==> config.mk <==
export PLATFORM = sky130hd
export DESIGN_NAME = layer_run_sched
export DESIGN_NICKNAME = d
export VERILOG_FILES = /design/src/rtl/layer_run_sched_pkg.sv /design/src/rtl/layer_run_sched_bram_rd_skid.sv /design/src/rtl/layer_run_sched.sv
export SDC_FILE = /design/constraint.sdc
export NUM_CORES = 1
export LEC_CHECK = 0
export CORE_UTILIZATION = 42
export DETAILED_ROUTE_END_ITERATION = 8
export GPL_ROUTABILITY_DRIVEN = 0
export HOLD_SLACK_MARGIN = 0.08
export PLACE_DENSITY_LB_ADDON = 0.15
export SYNTH_ARGS = -nofsm -noshare
export SYNTH_HDL_FRONTEND = slang
export SYNTH_SLANG_ARGS = --single-unit
==> constraint.sdc <==
create_clock -name i_clk -period 7.3 [get_ports i_clk]
set_input_delay 1.46 -clock i_clk [delete_from_list [all_inputs] [get_ports i_clk]]
set_output_delay 1.46 -clock i_clk [all_outputs]
set_load 0.01 [all_outputs]
==> src/rtl/layer_run_sched_pkg.sv <==
// Shared definitions for the conv-layer run controller: state encoding and datapath widths.
package layer_run_sched_pkg;

  localparam int DW          = 30;
  localparam int A_DSP_WIDTH = 30;
  localparam int B_DSP_WIDTH = 18;

  localparam int FM_W  = 30;
  localparam int W_W   = 18;
  localparam int OUT_W = 32;

  typedef enum logic [2:0] {
    ST_IDLE    = 3'd0,
    ST_LOAD_FM = 3'd1,
    ST_LOAD_WT = 3'd2,
    ST_RUN     = 3'd3,
    ST_DRAIN   = 3'd4,
    ST_ERR     = 3'd5
  } state_t;

  function automatic int addr_w(input int depth);
    return (depth > 1) ? $clog2(depth) : 1;
  endfunction

endpackage

==> src/rtl/layer_run_sched_bram_rd_skid.sv <==
// Streams DEPTH words out of a 1-cycle-latency BRAM into a valid/ready port via a 2-entry buffer.
module bram_rd_skid #(
  parameter int DATA_W = 32,
  parameter int ADDR_W = 8,
  parameter int DEPTH  = 256
) (
  input  logic              i_clk,
  input  logic              i_rst,
  input  logic              i_start,
  output logic              o_ren,
  output logic [ADDR_W-1:0] o_raddr,
  input  logic [DATA_W-1:0] i_rdata,
  output logic              o_m_valid,
  input  logic              i_m_ready,
  output logic [DATA_W-1:0] o_m_data,
  output logic              o_m_last,
  output logic              o_last_hs
);

  localparam int CW = $clog2(DEPTH + 1);

  logic                       active_q, active_d;
  logic [CW-1:0]              rd_cnt_q, rd_cnt_d;
  logic                       infl_q, infl_d;
  logic                       infl_last_q, infl_last_d;
  logic [1:0]                 cnt_q, cnt_d;
  logic [1:0][DATA_W-1:0]     data_q, data_d;
  logic [1:0]                 last_q, last_d;
  logic                       pop;
  logic [1:0]                 cnt_after;
  logic [1:0]                 occ;

  always_comb begin
    active_d    = active_q;
    rd_cnt_d    = rd_cnt_q;
    data_d      = data_q;
    last_d      = last_q;
    pop         = (cnt_q != 2'd0) && i_m_ready;
    cnt_after   = cnt_q - 2'(pop);
    // Entries held after this cycle plus the read already in flight; a new read must still fit.
    occ         = cnt_after + 2'(infl_q);
    o_ren       = active_q && (rd_cnt_q < CW'(DEPTH)) && (occ <= 2'd1);
    infl_d      = o_ren;
    infl_last_d = o_ren && (rd_cnt_q == CW'(DEPTH - 1));
    o_last_hs   = pop && last_q[0];

    if (pop) begin
      data_d[0] = data_q[1];
      last_d[0] = last_q[1];
    end
    if (infl_q) begin
      if (cnt_after == 2'd0) begin
        data_d[0] = i_rdata;
        last_d[0] = infl_last_q;
      end else begin
        data_d[1] = i_rdata;
        last_d[1] = infl_last_q;
      end
    end
    cnt_d = occ;

    if (o_ren) rd_cnt_d = rd_cnt_q + CW'(1);
    if (i_start) begin
      active_d = 1'b1;
      rd_cnt_d = '0;
    end else if (o_last_hs) begin
      active_d = 1'b0;
    end
  end

  always_ff @(posedge i_clk or posedge i_rst) begin
    if (i_rst) begin
      active_q    <= 1'b0;
      rd_cnt_q    <= '0;
      infl_q      <= 1'b0;
      infl_last_q <= 1'b0;
      cnt_q       <= 2'd0;
      data_q      <= '0;
      last_q      <= '0;
    end else begin
      active_q    <= active_d;
      rd_cnt_q    <= rd_cnt_d;
      infl_q      <= infl_d;
      infl_last_q <= infl_last_d;
      cnt_q       <= cnt_d;
      data_q      <= data_d;
      last_q      <= last_d;
    end
  end

  assign o_raddr   = ADDR_W'(rd_cnt_q);
  assign o_m_valid = (cnt_q != 2'd0);
  assign o_m_data  = data_q[0];
  assign o_m_last  = o_m_valid && last_q[0];

endmodule

==> src/rtl/layer_run_sched.sv <==
// Run controller for one conv layer: loads FM/weight BRAMs, runs the layer under a watchdog, drains results.
module layer_run_sched #(
  parameter int FM_SIZE     = 28,
  parameter int KERNEL_SIZE = 5,
  parameter int IN_FM_CH    = 1,
  parameter int OUT_FM_CH   = 6,
  parameter int OUT_SIZE    = 24,
  parameter int FM_W        = layer_run_sched_pkg::FM_W,
  parameter int W_W         = layer_run_sched_pkg::W_W,
  parameter int OUT_W       = layer_run_sched_pkg::OUT_W,
  parameter int TIMEOUT     = 2**20,
  localparam int FM_WORDS   = FM_SIZE * FM_SIZE * IN_FM_CH,
  localparam int WT_WORDS   = KERNEL_SIZE * KERNEL_SIZE * IN_FM_CH * OUT_FM_CH,
  localparam int OUT_WORDS  = OUT_SIZE * OUT_SIZE * OUT_FM_CH,
  localparam int FM_AW      = layer_run_sched_pkg::addr_w(FM_WORDS),
  localparam int WT_AW      = layer_run_sched_pkg::addr_w(WT_WORDS),
  localparam int OUT_AW     = layer_run_sched_pkg::addr_w(OUT_WORDS)
) (
  input  logic              i_clk,
  input  logic              i_rst,
  input  logic              i_start,
  output logic              o_busy,
  output logic              o_done,
  output logic              o_error,
  input  logic              i_s_valid,
  output logic              o_s_ready,
  input  logic [FM_W-1:0]   i_s_data,
  input  logic              i_s_last,
  output logic              o_fm_we,
  output logic [FM_AW-1:0]  o_fm_waddr,
  output logic [FM_W-1:0]   o_fm_wdata,
  output logic              o_wt_we,
  output logic [WT_AW-1:0]  o_wt_waddr,
  output logic [W_W-1:0]    o_wt_wdata,
  output logic              o_layer_rst,
  input  logic              i_layer_done,
  output logic              o_out_ren,
  output logic [OUT_AW-1:0] o_out_raddr,
  input  logic [OUT_W-1:0]  i_out_rdata,
  output logic              o_m_valid,
  input  logic              i_m_ready,
  output logic [OUT_W-1:0]  o_m_data,
  output logic              o_m_last
);

  import layer_run_sched_pkg::*;

  localparam int TOTAL = FM_WORDS + WT_WORDS;
  localparam int CNT_W = $clog2(TOTAL + 1);
  localparam int RUN_W = $clog2(TIMEOUT);
  localparam int GUARD = 2;

  state_t              state_q, state_d;
  logic [CNT_W-1:0]    beat_cnt_q, beat_cnt_d;
  logic [RUN_W-1:0]    run_cnt_q, run_cnt_d;
  logic                error_q, error_d;
  logic                done_q, done_d;
  logic                fm_we_q, fm_we_d;
  logic [FM_AW-1:0]    fm_waddr_q, fm_waddr_d;
  logic [FM_W-1:0]     fm_wdata_q, fm_wdata_d;
  logic                wt_we_q, wt_we_d;
  logic [WT_AW-1:0]    wt_waddr_q, wt_waddr_d;
  logic [W_W-1:0]      wt_wdata_q, wt_wdata_d;
  logic                beat, last_beat, drain_start, drain_last;

  assign o_s_ready = (state_q == ST_LOAD_FM) || (state_q == ST_LOAD_WT);

  always_comb begin
    state_d     = state_q;
    beat_cnt_d  = beat_cnt_q;
    run_cnt_d   = run_cnt_q;
    error_d     = error_q;
    done_d      = 1'b0;
    fm_we_d     = 1'b0;
    fm_waddr_d  = fm_waddr_q;
    fm_wdata_d  = fm_wdata_q;
    wt_we_d     = 1'b0;
    wt_waddr_d  = wt_waddr_q;
    wt_wdata_d  = wt_wdata_q;
    drain_start = 1'b0;
    beat        = i_s_valid && o_s_ready;
    last_beat   = (beat_cnt_q == CNT_W'(TOTAL - 1));

    case (state_q)
      ST_IDLE, ST_ERR: begin
        if (i_start) begin
          state_d    = ST_LOAD_FM;
          beat_cnt_d = '0;
          error_d    = 1'b0;
        end
      end
      ST_LOAD_FM, ST_LOAD_WT: begin
        if (beat) begin
          // A misplaced or missing last marker aborts the load without writing the beat.
          if (i_s_last != last_beat) begin
            state_d = ST_ERR;
            error_d = 1'b1;
          end else begin
            beat_cnt_d = beat_cnt_q + CNT_W'(1);
            if (state_q == ST_LOAD_FM) begin
              fm_we_d    = 1'b1;
              fm_waddr_d = FM_AW'(beat_cnt_q);
              fm_wdata_d = i_s_data;
              if (beat_cnt_q == CNT_W'(FM_WORDS - 1)) state_d = ST_LOAD_WT;
            end else begin
              wt_we_d    = 1'b1;
              wt_waddr_d = WT_AW'(beat_cnt_q - CNT_W'(FM_WORDS));
              wt_wdata_d = i_s_data[W_W-1:0];
              if (last_beat) begin
                state_d   = ST_RUN;
                run_cnt_d = '0;
              end
            end
          end
        end
      end
      ST_RUN: begin
        if (i_layer_done && (run_cnt_q >= RUN_W'(GUARD))) begin
          state_d     = ST_DRAIN;
          drain_start = 1'b1;
        end else if (run_cnt_q == RUN_W'(TIMEOUT - 1)) begin
          state_d = ST_ERR;
          error_d = 1'b1;
        end else begin
          run_cnt_d = run_cnt_q + RUN_W'(1);
        end
      end
      ST_DRAIN: begin
        if (drain_last) begin
          state_d = ST_IDLE;
          done_d  = 1'b1;
        end
      end
      default: state_d = ST_IDLE;
    endcase
  end

  always_ff @(posedge i_clk or posedge i_rst) begin
    if (i_rst) begin
      state_q    <= ST_IDLE;
      beat_cnt_q <= '0;
      run_cnt_q  <= '0;
      error_q    <= 1'b0;
      done_q     <= 1'b0;
      fm_we_q    <= 1'b0;
      fm_waddr_q <= '0;
      fm_wdata_q <= '0;
      wt_we_q    <= 1'b0;
      wt_waddr_q <= '0;
      wt_wdata_q <= '0;
    end else begin
      state_q    <= state_d;
      beat_cnt_q <= beat_cnt_d;
      run_cnt_q  <= run_cnt_d;
      error_q    <= error_d;
      done_q     <= done_d;
      fm_we_q    <= fm_we_d;
      fm_waddr_q <= fm_waddr_d;
      fm_wdata_q <= fm_wdata_d;
      wt_we_q    <= wt_we_d;
      wt_waddr_q <= wt_waddr_d;
      wt_wdata_q <= wt_wdata_d;
    end
  end

  bram_rd_skid #(
    .DATA_W (OUT_W),
    .ADDR_W (OUT_AW),
    .DEPTH  (OUT_WORDS)
  ) u_skid (
    .i_clk     (i_clk),
    .i_rst     (i_rst),
    .i_start   (drain_start),
    .o_ren     (o_out_ren),
    .o_raddr   (o_out_raddr),
    .i_rdata   (i_out_rdata),
    .o_m_valid (o_m_valid),
    .i_m_ready (i_m_ready),
    .o_m_data  (o_m_data),
    .o_m_last  (o_m_last),
    .o_last_hs (drain_last)
  );

  assign o_busy      = (state_q != ST_IDLE);
  assign o_done      = done_q;
  assign o_error     = error_q;
  assign o_layer_rst = (state_q != ST_RUN);
  assign o_fm_we     = fm_we_q;
  assign o_fm_waddr  = fm_waddr_q;
  assign o_fm_wdata  = fm_wdata_q;
  assign o_wt_we     = wt_we_q;
  assign o_wt_waddr  = wt_waddr_q;
  assign o_wt_wdata  = wt_wdata_q;

endmodule
# Word-level counts from Yosys, hierarchy flattened
# Index checks and enable logic that the tools add are counted.
[word_totals]
ff_bits = 186
out_inout_bits = 120
word_cells = 132
[classes]
addsub = 6
magnitude_cmp = 3
eq_ne = 24
n_mux = 49
n_bitwise = 3
n_reduce_logical = 27
[ops]
columns = ["operator", "count"]
rows = [
  ["2-to-1 mux 20 bit", 6],
  ["2-to-1 mux 32 bit", 3],
  ["one-hot mux 20 bit (2 select lines)", 1],
  ["2-to-1 mux 10 bit", 3],
  ["2-to-1 mux 3 bit", 9],
  ["2-to-1 mux 12 bit", 2],
  ["2-to-1 mux 1 bit", 22],
  ["adder 20 x 1 -> 20 bit, second input constant", 1],
  ["equality test 10 bit, second input constant", 2],
  ["equality test 20 bit, second input constant", 1],
  [">= comparator 20 x 2 -> 1 bit, second input constant", 1],
  ["!= test 2 bit, second input constant", 10],
  ["one-hot mux 10 bit (2 select lines)", 1],
  ["adder 12 x 1 -> 12 bit, second input constant", 1],
  ["equality test 12 bit, second input constant", 1],
  ["less-than comparator 12 bit, second input constant", 1],
  ["one-hot mux 3 bit (4 select lines)", 1],
  ["AND reduction 4 bit", 3],
  ["AND reduction 6 bit", 2],
  ["adder 10 x 1 -> 10 bit, second input constant", 1],
  ["nonzero test 2 bit", 5],
  ["logical AND 1 bit", 8],
  ["!= test 4 bit, second input constant", 2],
  ["subtractor 8 x 5 -> 8 bit, second input constant", 1],
  ["other kinds (18)", 24],
]

# Logic depth before layout (Yosys ltp)
# Gate-level depths: netlist (run 1).
[depth]
ltp_word = 8
ltp_mapped = 13

# Modules after synthesis
# From an unflattened synthesis (run 1), not the netlist that was laid out.
[hier_totals]
hier_cells = 760
hier_area_um2 = 8682.1
[by_module_without_submodules]
columns = ["module", "n_inst", "cells_per_inst", "area_per_inst_um2", "seq_area_each_um2"]
rows = [
  ["layer_run_sched", 1, 422, 4855.9, 2577.5],
  ["bram_rd_skid", 1, 338, 3826.2, 2077.0],
]

# Least setup slack after synthesis (run 1)
# Ideal clock, no wire load.
[synth_path]
kind = "in2out"
from = "input port i_m_ready"
to = "output port o_out_ren"
arrival_ns = 3.055
slack_ns = 2.785
cell_stages = 9
n_path_buf = 1
cell_sequence = "nand2_1 inv_2 clkbuf_1 ha_1 inv_1 ha_1 xnor3_1 o211ai_1 inv_1"
[synth_between]
elab_chain_len = 5
[synth_lines]
columns = ["item", "line", "source"]
rows = [
  ["from (decl)", "layer_run_sched.sv:41", "input logic i_m_ready,"],
  ["logical AND 1 bit", "layer_run_sched_bram_rd_skid.sv:38", "pop = (cnt_q != 2'd0) && i_m_ready;"],
  ["subtractor 2 x 1 -> 2 bit", "layer_run_sched_bram_rd_skid.sv:39", "cnt_after = cnt_q - 2'(pop);"],
  ["adder 2 x 1 -> 2 bit", "layer_run_sched_bram_rd_skid.sv:41", "occ = cnt_after + 2'(infl_q);"],
  ["less-or-equal comparator 2 x 1 -> 1 bit", "layer_run_sched_bram_rd_skid.sv:42", "o_ren = active_q && (rd_cnt_q < CW'(DEPTH)) && (occ <= 2'd1);"],
  ["logical AND 1 bit", "layer_run_sched_bram_rd_skid.sv:42", ""],
  ["to (decl)", "layer_run_sched.sv:37", "output logic o_out_ren,"],
]
# No other way between the ends.

# Final worst setup path (run 1)
# Ends and elaborated chain as after synthesis.

==> results of run 1 <==
path summary, 6_finish.rpt:
kind	start	to	slack, ps	cells after the start
max	i_m_ready	o_out_ren	2060	10
min in group asynchronous	i_rst	o_fm_wdata[24]	1560	2
min	o_fm_waddr[4]	o_fm_waddr[4]	480	2
min reg2reg	o_fm_waddr[4]	o_fm_waddr[4]	480	2
max reg2reg	u_skid.cnt_q[1]	u_skid.o_raddr[10]	4450	12
max in group asynchronous	i_rst	u_skid.data_q[58]	4300	3
worst min-delay path, cell delays in order (launching register included):
cell and delay [ps]:
sky130_fd_sc_hd__dfrtp_1 350, sky130_fd_sc_hd__nand2_1 40, sky130_fd_sc_hd__o21ai_0 60
placed cells by master (no fill, tap or decap), types with 9 or more instances in the layout:
cell,Yosys,final
sky130_fd_sc_hd__nand3_1,16,15
sky130_fd_sc_hd__a21oi_1,10,10
sky130_fd_sc_hd__dfrtp_1,186,186
sky130_fd_sc_hd__clkbuf_16,0,17
sky130_fd_sc_hd__xnor2_1,18,18
sky130_fd_sc_hd__nand3_2,8,9
sky130_fd_sc_hd__xor2_1,18,18
sky130_fd_sc_hd__nand4_1,10,10
sky130_fd_sc_hd__nor2_1,75,75
sky130_fd_sc_hd__clkdlybuf4s50_1,0,188
sky130_fd_sc_hd__a31oi_1,36,36
sky130_fd_sc_hd__nor4_1,9,9
sky130_fd_sc_hd__ha_1,11,11
sky130_fd_sc_hd__mux2_2,91,91
sky130_fd_sc_hd__inv_1,18,17
sky130_fd_sc_hd__nand2_1,94,94
sky130_fd_sc_hd__o21ai_0,10,10
sky130_fd_sc_hd__nor3_1,9,9
kinds of logic (layout without fill, tap and decap cells):
kind of cell             count (synthesis)  after routing  synth area share, %
AND/OR/NAND/NOR                        271            271                 16.1
flip-flops                             186            186                 54.2
multiplexers                            97             97                 12.7
buffers and inverters                   89            246                 5.69
AO/OA/AOI/OAI                           75             75                 5.65
XOR/XNOR                                38             38                 4.12
adder cells (fa/ha/maj)                 11             11                 1.60
metal layers:
metal | up-vias | share of wire (%) | global-route usage (%)
li1 | 2916 | - | -
met1 | 2977 | 47 | 25.9
met2 | 140 | 48 | 29.9
met3 | 16 | 4.0 | 3.81
met4 | 0 | 1.1 | 4.95
met5 | - | 0 | 0
per-stage QoR:
step	power [mW]	util (%)	instances	setup WS, ps
6_report	4.19	56.0	1189	2060
4_1_cts	4.24	56.0	1189	2050
3_3_place_gp	3.23	52.9	1157	2060
5_1_grt	4.46	56.0	1189	1850
3_5_place_dp	3.27	52.9	1157	2070
2_1_floorplan	2.60	-	767	783
power by group:
part           internal [mW]  switching [mW]
logic                  0.889           0.719
registers               1.40           0.217
clock network          0.501           0.463
total                   2.79            1.40
area by class of cell:
type	instances	area [µm²]
fillers	1699	8690
multi-input cells	492	3470
inverters	19	78.8
clock inverters	15	196
flip-flops and latches	186	4650
repair buffers	195	1930
well taps	265	332
clock buffers	17	425
state kept, by name, indices dropped and copies added (netlist names):
signal and flops:
beat_cnt_q 10, o_done 1, o_error 1, o_fm_waddr 10, o_fm_wdata 30, o_fm_we 1
o_wt_waddr 8, o_wt_wdata 18, o_wt_we 1, run_cnt_q 20, state_q 3, u_skid.active_q 1
u_skid.cnt_q 2, u_skid.data_q 32, u_skid.infl_last_q 1, u_skid.infl_q 1, u_skid.last_q 2, u_skid.o_m_data 32
u_skid.o_raddr 12
==> out/summary.md, run 1 <==
The logs give 5 for the number of detailed-route iterations in the first pass and 482 ps for the worst slack on hold paths. The post-route clock skew was 13.3 ps; the number of setup buffers added after CTS was 0. In this run the worst path has a maximum fanout of 5. The average via count per standard cell is 5.09. Endpoint class of the critical path: an output port.

The average instance in the mapped netlist occupies 11.2 µm². TritonCTS built the clock tree. After clock tree synthesis, the clock-pin slew on the worst setup and hold paths is 70 ps. The tool flagged a number of max-cap violations equal to 0.

The clock tree root driver cell is sky130_fd_sc_hd__clkbuf_16. Setup repair after global routing left no endpoint under its margin. The run finished with clean final reports. For this run, the register share of the synthesized area comes to 54.2%. The cell count after synthesis was 767; the top-area cell type share of the netlist area was 54.2%. The die span in y was 145 µm.

Among all flip-flop cells after synthesis, the most frequent one is sky130_fd_sc_hd__dfrtp_1. At the end of the flow, the number of nets in the layout was 991. Counting the buffers created by CTS gives 17. In the final layout, the share of cells above drive strength 1 is 17.4%. The tools report the number of global-route vias before repair as 5775.

The time the final worst path needs with I/O delays and setup was 5240 ps; the total power divided by cell area was 378 nW/µm². The tools report the total via count after detailed routing as 6049. The logs give 51 for the placement row count and 0 for the count of hold buffers inserted by post-cts repair. The number of antenna violations at the first check in global routing is 0, and the unique cell type count in the Yosys netlist is 62.

The number of antenna diodes in the final layout is 0. The I/O pin count came out at 189. Together, buffers and inverters on the worst path number 5.

The nature of the critical path startpoint was a primary input. In the post-synthesis netlist, the biggest area contributors are sky130_fd_sc_hd__dfrtp_1 (54%), sky130_fd_sc_hd__mux2_2 (12%), sky130_fd_sc_hd__nand2_1 (4.1%), sky130_fd_sc_hd__nor2_1 (3.3%), sky130_fd_sc_hd__buf_4 (2.9%). For the synthesized cell area, the log shows 8590 µm². The classification of the worst setup path is primary input to output port. The number of enable flip-flop cells after synthesis came out at 0. For this design, the slowest cell found on the critical path is sky130_fd_sc_hd__clkdlybuf4s50_1. The detailed-route wire length per cell is 15.9 µm. The clock reaches the later pin of the worst-skew pair after 430 ps. After layout, the worst path uses 71.8% of the clock period. For the number of hold violations in the final report, the log shows 0. In this run, synthesis produced a sequential element count of 186. The layout-stage area growth over the synthesis result came out at 29.0%. Walking the worst path, the cells encountered are clkdlybuf4s50_1 -> nand2_1 -> inv_2 -> ha_1 -> inv_1 -> ha_1 -> xnor3_1 -> o211ai_1 -> inv_1 -> clkdlybuf4s50_1. The width of the chip was 145 µm; the maximum clock rate was 191 MHz.

By count the netlist is led by sky130_fd_sc_hd__dfrtp_1 (186), sky130_fd_sc_hd__nand2_1 (94), sky130_fd_sc_hd__mux2_2 (91), sky130_fd_sc_hd__nor2_1 (75), sky130_fd_sc_hd__a31oi_1 (36). VDD sags by at most 0.000201 V. For the count of warnings emitted by yosys, the log shows 0.

The clock passes through at most 2 buffers. Setup total negative slack on the finished layout was measured at 0 ps. The post-route cell area was 11100 µm². The largest total area in the synthesized netlist belongs to sky130_fd_sc_hd__dfrtp_1. Port buffering added 188 buffers. The number of max-slew violations in the final report was 0; the cell area reported after detailed placement was 10500 µm².

Proportion of register bits with asynchronous set or reset after synthesis: 100%. The worst-margin pin slew was 1000 ps; the global router's overall resource usage was 18.7%. The tools report the arrival time of the worst setup path as 3780 ps. For the placeable core area, the log shows 19800 µm².

Wires add up to 18900 µm. The worst hold path belongs to the class flop to flop. In this design, the largest share of critical-path delay is due to buffers and inverters. The analysis attributes to cell leakage a power of 4.88 nW. Summed over all layers, the global routing overflow is 0. Detailed placement ended at an HPWL of 12600 µm.

After clock tree synthesis, the repair step resized 0 gates. The logs give 847 for the number of nets in the synthesized netlist and 21000 µm² for the die outline area. The logs give 33.1% for the relative max-transition margin and 5840 ps for the data required time of the critical path. In the post-synthesis netlist, the cell with the most instances is sky130_fd_sc_hd__dfrtp_1. For the final-report setup violation count, the log shows 0. The count of nets left with antenna violations once routing finished came out at 0. The tools report the effective utilization at floorplan as 43.4%. Entering global routing, the biggest net connects 127 pins. The count of unresolved DRC violations after routing is 0, and the count of clock tree sinks is 186. The first global-routing pass estimated 31500 µm of wire. CTS built an H-tree with a depth of 4.

For this run, the slowest stage of the critical path takes 550 ps. In this run, the number of DRC markers left after iteration 0 of detailed routing was 356.
No activity file was read; power rests on OpenSTA's default activity.
==> run 2, diff against run 1 <==
- clock period: 7.3 -> 4.88 ns (I/O delays scaled with it)
==> out/summary.md, run 2 (synthesis results as in run 1) <==
The die span in y came out at 145 µm (unchanged). Number of violations of the max-capacitance limit: 0 (unchanged). The maximum clock rate was 232 MHz; the half-perimeter wire length after detailed placement was 13000 µm (+3.3%). The clock tree buffer depth is 2 (unchanged), and the die outline area is 21000 µm² (unchanged).

Relative to the synthesized area, the layout overhead comes to 29.2%. For the global router's overall resource usage, the log shows 18.9% (+0.18 points). The width of the chip is 145 µm (unchanged). The tools report the number of gates resized after CTS as 0 (unchanged). The tree is rooted in a sky130_fd_sc_hd__clkbuf_16. The relative max-transition margin was 28.2% (-4.8 points). The run gives 0 (unchanged) as the count of unresolved DRC violations after routing. The I/O pin count is 189 (unchanged), and the arrival time of the worst setup path is 3340 ps (-440 ps). STA classifies the critical path endpoint as an output port. The final-report setup violation count was 0 (unchanged); the average via count per standard cell was 5.07 (-0.40%). The number of detailed-route iterations in the first pass is 5 (unchanged), and the total negative slack for setup checks is 0 ps (unchanged). Nature of the critical path startpoint: a primary input. The logs give 0 (unchanged) for the number of hold violations in the final report and 32000 µm (+1.6%) for the wire length of the first global-routing pass.

The setup path with the least slack is of type primary input to output port. The library cell used most frequently in the layout, excluding fill and tap cells, is sky130_fd_sc_hd__clkdlybuf4s50_1. The clock-pin slew of the registers on the worst-case setup and hold paths was 70 ps (about the same); the count of hold buffers inserted by post-cts repair was 0 (unchanged).

Setup slack at placement: 531 ps (-1540 ps). The number of setup buffers added after CTS was 0 (unchanged); the number of fillers in the final layout was 1719 (+1.2%). The logs give 3900 ps (-1940 ps) for the data required time of the critical path and 0 (unchanged) for the total congestion overflow.

The number of buffer and inverter stages on the critical path was 5 (unchanged). The worst-margin pin slew is 1080 ps (+72.7 ps). Leakage power summed over all cells: 4.88 nW (+0.17%). The final layout net count was 993 (+0.20%). In the finished design, the share of the clock period the worst path needs comes to 88.5%.

After layout, the minimum clock period comes to 4320 ps. The placement row count is 51 (unchanged), and the detailed-route wire length per cell is 16.0 µm (+0.68%). The final core area utilization was 56.1% (+0.070 points).

The power consumption was 6.23 mW (+49%); the remaining antenna violation count after routing was 0 (unchanged). Number of antenna violations at the first check in global routing: 0 (unchanged). Among cell families on the critical path, the largest total delay comes from buffers and inverters. The tools report the aggregate routed wire length as 19000 µm (+0.85%).

The count of port buffers added during placement is 188 (unchanged), and the biggest fanout along the worst timing path is 5 (unchanged). The run gives 0.000264 V (+31%) as the peak supply drop. The run finished with clean final reports. The worst path setup slack after routing came out at 560 ps (-1500 ps). The placeable core area was 19800 µm² (unchanged). The TritonCTS buffer count was 17 (unchanged); the count of clock tree sinks was 186 (unchanged).

The class of the tightest hold or removal check is flop to flop. For the total via count after detailed routing, the log shows 6035 (-0.23%). Post-route clock skew: 12.1 ps (-1.26 ps). Delay of the slowest cell on the worst path: 550 ps (about the same). The number of antenna cells inserted was 0 (unchanged); the starting DRC count in detailed routing was 309 (-13%).

The tools report the number of max-slew violations in the final report as 0 (unchanged). The clock latency at the later pin of the worst-skew pair is 430 ps (about the same), and the number of global-route vias before repair is 5967 (+3.3%). TritonCTS built the clock tree. The slowest stage of the critical path belongs to the cell sky130_fd_sc_hd__clkdlybuf4s50_1. The critical path goes through clkdlybuf4s50_1 -> nand2_1 -> inv_2 -> ha_1 -> inv_1 -> ha_1 -> xnor3_1 -> o211ai_1 -> inv_1 -> clkdlybuf4s50_1. Total power divided by cell area: 561 nW/µm² (+48%). The run gives 62 (-51%) as the largest net degree at the start of global routing.

For the effective utilization at floorplan, the log shows 43.4% (unchanged). Leaving out fill and tap cells, the most frequent cells in the layout are sky130_fd_sc_hd__clkdlybuf4s50_1 (188), sky130_fd_sc_hd__dfrtp_1 (186), sky130_fd_sc_hd__nand2_1 (94), sky130_fd_sc_hd__mux2_2 (91), sky130_fd_sc_hd__nor2_1 (75). The fraction of layout cells with a size suffix above 1 is 17.6% (+0.18 points), and the worst slack on hold paths is 487 ps (+4.57 ps). The deepest level of the CTS H-tree is 4 (unchanged). Setup repair after global routing left no endpoint under its margin.
==> run 2: metal layers <==
layer / part of all wire (%) / global-route usage [%]
met1: 48 / 26.3
met3: 3.4 / 3.62
met5: 0 / 0
met2: 47 / 29.7
met4: 1.6 / 5.90
==> run 2: layout make-up <==
cell class	count	area [µm²]	share of cell area, %
multi-input combinational	492	3470	31.2
clock buffer	17	425	3.83
sequential	186	4650	41.9
timing repair buffer	197	1970	17.8
tap	265	332	2.99
clock inverter	15	174	1.57
inverter	19	75.1	0.676
==> run 2: final timing paths <==
path / from / endpoint / slack, ps / cells after the start
max: i_m_ready / o_out_ren / 560 / 10
min: o_wt_waddr[5] / o_wt_waddr[5] / 490 / 2
max reg2reg: u_skid.cnt_q[1] / u_skid.o_raddr[9] / 2040 / 12
min reg2reg: o_wt_waddr[5] / o_wt_waddr[5] / 490 / 2
max in group asynchronous: i_rst / run_cnt_q[6] / 2810 / 3
min in group asynchronous: i_rst / u_skid.data_q[40] / 1060 / 2
==> run 2: worst min-delay path, delay by kind of cell (launching register included) <==
| family | cells | cell delay, ps |
|---|---|---|
| compound gates | 1 | 60 |
| flops | 1 | 340 |
| simple gates | 1 | 40 |
==> run 2: power breakdown <==
part | internal (mW) | leakage [nW] | switching [mW]
combinational | 1.33 | 2.23 | 1.08
sequential | 2.10 | 2.35 | 0.328
clock | 0.736 | 0.297 | 0.655
==> run 2: stage by stage <==
step           instances  cell area, µm²
6_report            1191           11100
5_1_grt             1191           11100
4_1_cts             1191           11100
3_5_place_dp        1159           10500
3_3_place_gp        1159           10500
2_1_floorplan        767            8600
==> run 3, diff against run 2 <==
- MAX_ROUTING_LAYER: not set -> met4
==> out/summary.md, run 3 (synthesis results as in run 1) <==
After global routing, the most crowded layer is met2. The number of setup buffers added after CTS is 0 (unchanged). The logs give 0.000262 V (-0.49%) for the peak supply drop and 993 (unchanged) for the final layout net count. The die span in y works out to 145 µm (unchanged). The effective utilization at floorplan was 43.4% (unchanged). Number of violations of the max-capacitance limit: 0 (unchanged). By startpoint and endpoint, the worst setup path is classified as primary input to output port.

The logs give 13.6 ps (+1.53 ps) for the post-route clock skew and 5 (unchanged) for the number of detailed-route iterations in the first pass. TritonCTS built the clock tree. The leakage power summed over all cells came out at 4.88 nW (unchanged).

The setup slack at placement was 531 ps (unchanged). The starting DRC count in detailed routing is 286 (-7.4%), and the half-perimeter wire length after detailed placement is 13000 µm (unchanged). The clock tree root driver cell was sky130_fd_sc_hd__clkbuf_16. The run gives 189 (unchanged) as the I/O pin count. The maximum clock rate was 232 MHz (about the same); the clock latency at the later pin of the worst-skew pair was 430 ps (about the same). The clock group share of total power was 22.3% (about the same); the remaining antenna violation count after routing was 0 (unchanged). The total via count after detailed routing is 6066 (+0.51%), and the aggregate routed wire length is 19100 µm (+0.24%). The global router's overall resource usage is 19.5% (+0.59 points). The cell area reported after detailed placement was 10500 µm² (unchanged).

The tools report the die outline area as 21000 µm² (unchanged). The tools report the TritonCTS buffer count as 17 (unchanged). The placeable core area is 19800 µm² (unchanged). The fraction of layout cells with a size suffix above 1 came out at 17.6% (unchanged). The worst path setup slack after routing is 562 ps (+1.34 ps), and the delay of the slowest cell on the worst path is 550 ps (about the same). The count of clock tree sinks was 186 (unchanged).

The top cell family by delay on the critical path was buffers and inverters. The run gives 11100 µm² (unchanged) as the post-route cell area. For the number of antenna cells inserted, the log shows 0 (unchanged). The count of port buffers added during placement was 188 (unchanged); the relative max-transition margin was 28.3% (+0.093 points). On the critical path, the stage with the largest delay is an instance of sky130_fd_sc_hd__clkdlybuf4s50_1.

The run gives 3340 ps (about the same) as the arrival time of the worst setup path. The run gives 0 (unchanged) as the number of max-slew violations in the final report. For the part of the total power dissipated in combinational logic, the log shows 38.7% (about the same).

The run gives 39.0% (about the same) as the power share of the sequential group. The top cell types in the final layout, fill and taps aside, are sky130_fd_sc_hd__clkdlybuf4s50_1 (188), sky130_fd_sc_hd__dfrtp_1 (186), sky130_fd_sc_hd__nand2_1 (94), sky130_fd_sc_hd__mux2_2 (91), sky130_fd_sc_hd__nor2_1 (75). Fraction of power spent switching nets: 33.1% (about the same).

The average via count per standard cell was 5.09 (+0.51%). Leaving out fill and tap cells, the most frequent cell in the layout is sky130_fd_sc_hd__clkdlybuf4s50_1. The clock-pin slew of the registers on the worst-case setup and hold paths came out at 70 ps (about the same).

The tools report the nature of the critical path startpoint as a primary input. The time the final worst path needs with I/O delays and setup was 4320 ps (-1.34 ps); the clock tree buffer depth was 2 (unchanged). The worst-margin pin slew is 1080 ps (-1.39 ps), and the placement row count is 51 (unchanged). The final cycle utilization of the critical path is 88.5% (about the same). The number of buffer and inverter stages on the critical path was 5 (unchanged).

The logs give 0 (unchanged) for the number of gates resized after CTS and 1719 (unchanged) for the number of fillers in the final layout. The logs give 0 (unchanged) for the total congestion overflow and 0 (unchanged) for the final-report setup violation count. Layout-stage area growth over the synthesis result: 29.2% (unchanged).

The tools report the endpoint class of the critical path as an output port. The run gives 4 (unchanged) as the deepest level of the CTS H-tree. In this run the most critical hold path is launched from o_wt_waddr[5]. The run finished with clean final reports.

Width of the chip: 145 µm (unchanged). In this run the worst hold path is classified as flop to flop. Setup repair after global routing left no endpoint under its margin. The data required time of the critical path is 3900 ps (about the same), and the number of global-route vias before repair is 5956 (-0.18%). The routing usage on met3 was 3.52% (-0.094 points); the total power divided by cell area was 561 nW/µm² (about the same). The net load switching power came out at 2.06 mW (about the same). The routing usage on met1 is 26.4% (+0.10 points). The number of antenna violations at the first check in global routing came out at 0 (unchanged). The tools report the total negative slack for setup checks as 0 ps (unchanged). The signal on the critical path passes through clkdlybuf4s50_1 -> nand2_1 -> inv_2 -> ha_1 -> inv_1 -> ha_1 -> xnor3_1 -> o211ai_1 -> inv_1 -> clkdlybuf4s50_1. For the count of unresolved DRC violations after routing, the log shows 0 (unchanged). In this run the worst setup path begins at i_m_ready. The cell-internal power came out at 4.17 mW (about the same).

The number of hold violations in the final report was 0 (unchanged); the count of hold buffers inserted by post-cts repair was 0 (unchanged). The reg-to-reg startpoint is u_skid.cnt_q[1]. The run gives 62 (unchanged) as the largest net degree at the start of global routing.

The detailed-route wire length per cell is 16.0 µm (+0.24%). The biggest fanout along the worst timing path came out at 5 (unchanged). Met2 capacity usage during global routing: 29.8% (+0.048 points). The wire length of the first global-routing pass was 32000 µm (+0.15%).
## run 3: area by class of cell
cell class	instances	area [µm²]	share of cell area, %
clock buffer	17	425	3.83
timing repair buffer	197	1970	17.8
sequential	186	4650	41.9
tap	265	332	2.99
clock inverter	15	174	1.57
inverter	19	75.1	0.676
multi-input combinational	492	3470	31.2
## run 3: worst paths after layout
| check | cells after the start | slack, ps | endpoint |
|---|---|---|---|
| max in group asynchronous | 3 | 2810 | run_cnt_q[6] |
| hold / removal | 2 | 480 | o_wt_waddr[5] |
| setup reg to reg | 12 | 2040 | u_skid.o_raddr[9] |
| hold reg to reg | 2 | 480 | o_wt_waddr[5] |
| min in group asynchronous | 2 | 1060 | u_skid.data_q[36] |
| setup / recovery | 10 | 560 | o_out_ren |
## run 3: layer usage
metal / part of all wire, % / wire, µm
met1: 48 / 9090
met2: 47 / 8980
met3: 3.6 / 689
met4: 1.6 / 301
met5: 0 / 0
## run 3: stage by stage
step	hold slack, ps	power, mW	utilization (%)	cells
floorplan	472	3.90	-	767
global placement	462	4.84	53.1	1159
detailed placement	472	4.89	53.1	1159
CTS	489	6.31	56.1	1191
global route	519	6.62	56.1	1191
finish	484	6.23	56.1	1191
## run 3: power by group through the flow
stage	sequential, mW	combinational [mW]	clock, mW
final	2.43	2.41	1.39
after global routing	2.52	2.60	1.50
after CTS	2.43	2.44	1.43
after detailed placement	2.46	2.43	0
after global placement	2.44	2.40	0
after floorplan	2.49	1.41	0
## run 3: worst reg2reg max path: cells and delay by family (launching register included)
kind	cells	cell delay (ps)
compound gates	1	220
simple gates	5	1030
xor+xnor	2	400
buf+inv	2	110
fa+ha+maj	2	530
flops	1	400
